## src/rtl/mp_add_pkg.sv

```systemverilog
// Shared constants for the multi-precision add sequencer: default geometry and FSM encoding.
package mp_add_pkg;

    localparam int MP_WORD_W = 16;
    localparam int MP_WORDS  = 4;

    typedef logic [1:0] state_t;

    localparam state_t ST_IDLE = 2'd0;
    localparam state_t ST_RUN  = 2'd1;
    localparam state_t ST_DONE = 2'd2;

    function automatic int idx_width(input int words);
        return (words > 1) ? $clog2(words) : 1;
    endfunction

endpackage

```

## src/rtl/mp_add_sequencer.sv

```systemverilog
// Feeds a WORDS*WORD_W operand pair through an external WORD_W adder, LSW first, carry chained.
// Latency: accept on edge k -> out_valid after edge k+WORDS; next accept no sooner than WORDS+2 cycles later.
// Backpressure: in_ready only in IDLE; result held registered and stable until out_ready.
module mp_add_sequencer
    import mp_add_pkg::*;
#(
    parameter int WORD_W = MP_WORD_W,
    parameter int WORDS  = MP_WORDS
) (
    input  logic                      clk,
    input  logic                      rst,
    input  logic                      in_valid,
    output logic                      in_ready,
    input  logic [WORDS*WORD_W-1:0]   in_a,
    input  logic [WORDS*WORD_W-1:0]   in_b,
    input  logic                      in_cin,
    output logic [WORD_W-1:0]         add_a,
    output logic [WORD_W-1:0]         add_b,
    output logic                      add_cin,
    input  logic [WORD_W-1:0]         add_s,
    input  logic                      add_cout,
    output logic                      out_valid,
    input  logic                      out_ready,
    output logic [WORDS*WORD_W-1:0]   out_sum,
    output logic                      out_cout
);

    localparam int               IDX_W    = idx_width(WORDS);
    localparam logic [IDX_W-1:0] LAST_IDX = IDX_W'(WORDS - 1);

    state_t                        state;
    logic [IDX_W-1:0]              idx;
    logic                          carry;
    logic [WORDS-1:0][WORD_W-1:0]  a_reg;
    logic [WORDS-1:0][WORD_W-1:0]  b_reg;
    logic [WORDS-1:0][WORD_W-1:0]  sum_reg;

    always_ff @(posedge clk or posedge rst) begin
        if (rst) begin
            state   <= ST_IDLE;
            idx     <= '0;
            carry   <= 1'b0;
            a_reg   <= '0;
            b_reg   <= '0;
            sum_reg <= '0;
        end else begin
            case (state)
                ST_IDLE: begin
                    if (in_valid) begin
                        a_reg <= in_a;
                        b_reg <= in_b;
                        carry <= in_cin;
                        idx   <= '0;
                        state <= ST_RUN;
                    end
                end
                ST_RUN: begin
                    // The adder is combinational, so this word's sum and carry are ready now.
                    sum_reg[idx] <= add_s;
                    carry        <= add_cout;
                    if (idx == LAST_IDX) begin
                        state <= ST_DONE;
                    end else begin
                        idx <= idx + IDX_W'(1);
                    end
                end
                ST_DONE: begin
                    if (out_ready) begin
                        state <= ST_IDLE;
                    end
                end
                default: state <= ST_IDLE;
            endcase
        end
    end

    // Adder inputs are held at zero outside RUN to keep the datapath quiet.
    always_comb begin
        add_a   = '0;
        add_b   = '0;
        add_cin = 1'b0;
        if (state == ST_RUN) begin
            add_a   = a_reg[idx];
            add_b   = b_reg[idx];
            add_cin = carry;
        end
    end

    assign in_ready  = (state == ST_IDLE);
    assign out_valid = (state == ST_DONE);
    assign out_sum   = sum_reg;
    assign out_cout  = carry;

endmodule
```

## config.mk

```make
export PLATFORM = sky130hd
export DESIGN_NAME = mp_add_sequencer
export DESIGN_NICKNAME = d
export VERILOG_FILES = /design/src/rtl/mp_add_pkg.sv /design/src/rtl/mp_add_sequencer.sv
export SDC_FILE = /design/constraint.sdc
export NUM_CORES = 1
export LEC_CHECK = 0
export ABC_AREA = 1
export BUFFER_PORTS_ARGS = -buffer_cell sky130_fd_sc_hd__buf_2
export CAP_MARGIN = 20
export CORE_ASPECT_RATIO = 2
export CORE_MARGIN = 1
export CORE_UTILIZATION = 39
export DETAILED_ROUTE_END_ITERATION = 10
export PLACE_DENSITY = 0.67
export SLEW_MARGIN = 20
export SYNTH_ARGS = -nofsm -noshare
export SYNTH_HDL_FRONTEND = slang
export SYNTH_SLANG_ARGS = --single-unit
```

## constraint.sdc

```tcl
create_clock -name clk -period 6.5 [get_ports clk]
set_clock_uncertainty 0.2 [all_clocks]
set_input_delay 1.3 -clock clk [delete_from_list [all_inputs] [get_ports clk]]
set_output_delay 1.3 -clock clk [all_outputs]
set_load 0.005 [all_outputs]
```

Word level (Yosys, flattened, before mapping) --
Index checks and enable logic that the tools add are counted.
Word-level totals: register bits 197, input bits 150, output and inout port bits 100, logic and storage cells 51
Operators by class: add/sub/neg operators 1, $lt $le $gt $ge 2, eq/ne operators 7, multiplexer cells 19, reductions and logical operators 7
Operators with widths (number):
- $mux 16 | 5
- $bmux 16 s2 | 2
- $bwmux 64 | 1
- $demux 16 s2 | 1
- $mux 2 | 5
- $ne 2x2->1 const B | 3
- $pmux 2 s3 | 1
- $reduce_and 3->1 | 2
- $eq 2x2->1 const B | 2
- $pmux 2 s2 | 1
- $reduce_and 2->1 | 2
- $lt 2x3->1 const B | 1
- $add 2x1->2 const B | 1
- $eq 2x1->1 const B | 1
- $ge 2x1->1 const B | 1
- $logic_not 2->1 | 1
- $mux 1 | 2
- $ne 2x1->1 const B | 1
- $pmux 1 s2 | 1
- $reduce_bool 2->1 | 1
- $logic_and 1x1->1 | 1

Depth between registers and ports, before layout --
word-level depth 5, depth in mapped cells 8, depth with buffers taken out 6

Least setup slack after synthesis --
No wires, ideal clock.
kind register to output, start point register idx[1], end point output add_a[11], arrival 1.100 ns, data required time 5.000 ns, path slack 3.900 ns, cell stages (with the launch flop) 6, path buffers 2, path through dfrtp_1 -> clkbuf_1 -> inv_1 -> buf_2 -> nand3_1 -> a21oi_1
On the way: word-level cells in the longest chain between the ends 3
RTL lines:
- start, declared | RTL line mp_add_sequencer.sv:32 | logic [IDX_W-1:0] idx;
- start signal, assigned | RTL line mp_add_sequencer.sv:64 | idx <= idx + IDX_W'(1);
- $bmux 16 s2 | RTL line mp_add_sequencer.sv:83 | add_a = a_reg[idx];
- $mux 16 (implied by the code) | RTL line mp_add_sequencer.sv:83
- $mux 16 | RTL line mp_add_sequencer.sv:82 | if (state == ST_RUN) begin
- end, declared | RTL line mp_add_sequencer.sv:17 | output logic [WORD_W-1:0] add_a,
No other way between the ends. The select of a mux whose other input is x is not followed.

Worst setup path in the final report --
start point register idx[1], end point output add_b[11]
On the way: word-level cells in the longest chain between the ends 3
RTL lines:
- $bmux 16 s2 | RTL line mp_add_sequencer.sv:84 | add_b = b_reg[idx];
- $mux 16 (implied by the code) | RTL line mp_add_sequencer.sv:84
- $mux 16 | RTL line mp_add_sequencer.sv:82
- end, declared | RTL line mp_add_sequencer.sv:18 | output logic [WORD_W-1:0] add_b,
No other way between the ends. The select of a mux whose other input is x is not followed.

==> run summary <==
Area leader, netlist - dfrtp_1
Min-delay worst type - register to register
Run status - complete, no violations
Synth cell count leaders - nand2_1, dfrtp_1, a21oi_1, inv_1, nor2_1
Initial antenna violation count - 0
CTS clk-pin slew, worst paths - 0.07 ns
CP Max Fanout - 36
1st-iter DRT viols - 395
Row cnt - 77
Seq cells post-synth - 197
Sequential share of power - 35.9%
Primary FF master, synth - dfrtp_1
Crit. End Element - output port
# resized after CTS - 0
Max Freq - 235 MHz
Fin nets - 1414
First-pass GRT wire length - 42.5 mm
Top Layer Used - met4
Number of synthesized flops with an enable pin - 0
Post-Syn Area per Cell - 8.40 sq um
Worst-Skew Late Latency - 0.44 ns
Post-DR vias/cell - 4.90
Ant diodes - 0
Placer Congestion - 1.02
Antenna viol nets, final - 0
Root Driver - clkbuf_16
Syn Inst Count - 1049
PD cells - 524 nW/um^2
Sw Ratio - 41.3%
WHS Path Cells - 2
Max Cap Viol - 0
P_leak - 5.87 nW
Largest net degree at the start of global routing - 188
Die area - 23200 sq um
Final setup fails - 0
Syn Nets - 1203
Peak supply drop - 0.457 mV
Psw - 0.00233 W
Top cells by area, synth - dfrtp_1, a21oi_1, nand2_1
Met3 Wirelength - 1.29 mm
Ys async rst share - 100%
TNS Setup - 0 ns
Vias - 7584
Count of final hold-check violations - 0
Sequential area share after synthesis - 55.9%
Slew @ Worst Pin - 1.03 ns
Core Area - 22200 sq um
Starting Density - 39.8%
CP Data Required Time - 5.00 ns
Clock sink count - 197
Internal cell power - 0.00331 W
Crit Path Category - register to output port
TritonCTS Buffers - 17
Clock Power Share - 19.5%
Gr ovfl total - 0
I/O pin count - 250
Die height - 215 um
# hold bufs at CTS - 0
Final cycle utilization of the critical path - 65.4%
H-tree lvl count - 4
Synthesized area - 8820 sq um
Post-CTS setup buffers - 0
Relative slew slack - 31.0%
TritonRoute pass-1 iters - 5
Worst Path Arrival - 2.75 ns
Clock Tree Buf Depth - 2
Area growth from synthesis to layout - 21.8%
CTS tree - built
DR WL met2 - 15.4 mm
Combinational power share - 44.6%
Crit path launch type - register
Tot GR Track Use - 25.2%
Unrepaired setup endpoints after global routing - no
Final wirelength - 28.0 mm
Post-layout min period - 4.25 ns
Port Buffers - 249
Hold_ws - 0.279 ns
Synth top area share - 55.9%
Synth Warn # - 0
Slew Limit Fails - 0
Met1 WL - 9.73 mm
Synth cell types - 20
Hpwl dp - 20.7 mm
Share of post-route cells with drive strength above 1 - 25.5%
Drt wl/cell - 18.1 um
Most numerous cell in the Yosys netlist - nand2_1
Vias in the first global route - 7574
Die outline width - 108 um
DRC viols - 0
R2R depth - 6
[per-stage QoR]
step	total power [W]	cells	setup WS, ns	area, sq um	utilization [%]
6_report	0.00563	1549	2.25	10700	48.5
2_1_floorplan	0.00366	1049	2.45	8820	-
4_1_cts	0.00569	1548	2.49	10700	48.3
3_5_place_dp	0.00458	1516	3.00	10100	45.6
3_3_place_gp	0.00451	1516	3.07	10100	45.6
5_1_grt	0.00608	1549	2.08	10700	48.5
[worst paths after layout]
path                          endpoint  slack (ns)         from
setup reg to reg           out_sum[20]        3.48       idx[1]
hold reg to reg            out_sum[39]        0.28  out_sum[39]
setup / recovery             add_b[11]        2.25       idx[1]
max in group asynchronous    a_reg[26]        4.26          rst
hold / removal             out_sum[39]        0.28  out_sum[39]
min in group asynchronous    b_reg[32]        0.61          rst
[final cells by class]
type	count	area, sq um
timing repair buffer	256	1330
sequential	197	4930
clock inverter	10	119
multi-input combinational	637	2950
fill	2223	11400
clock buffer	22	494
tap	276	345
inverter	151	571
[power by group through the flow]
stage / Clock (W) / Combinational, W / Sequential, W
after floorplan: 0 / 0.00163 / 0.00204
after global placement: 0 / 0.00249 / 0.00203
after detailed placement: 0 / 0.00253 / 0.00204
after CTS: 0.00112 / 0.00255 / 0.00202
after global routing: 0.00117 / 0.00282 / 0.00208
final: 0.00110 / 0.00251 / 0.00202
[cells in the final DEF (no fill, tap or decap), types with 4 or more instances in the layout]
cell,count
a21oi_1,160
clkbuf_8,5
nor2_1,130
nand3_1,68
o21ai_1,39
dfrtp_1,196
inv_1,147
o21ai_2,25
ha_1,4
nand2_1,201
clkinv_4,4
clkbuf_16,17
nand2_4,4
buf_2,249
buf_4,5
[worst max-delay path: stages (launching register included)]
cell and delay [ns]:
dfrtp_1 0.32, buf_4 0.37, clkinv_1 0.93, nand3_1 0.38
a21oi_1 0.12, buf_2 0.17
[layer usage]
layer  vias up  global-route usage, %
met1      3558                   25.2
met5         -                      0
met2       289                   46.6
met4         0                   16.0
met3        54                   4.29
li1       3683                      -
[logic make-up (layout without fill, tap and decap cells)]
logic type               Yosys count  after routing  synth area share (%)
AO/OA/AOI/OAI                    226            226                  13.9
adder cells (fa/ha/maj)            4              4                 0.568
buffers and inverters            215            439                  10.8
flip-flops                       197            197                  55.9
AND/OR/NAND/NOR                  407            407                  18.8
Note: power is estimated with default switching activity, not from simulation.
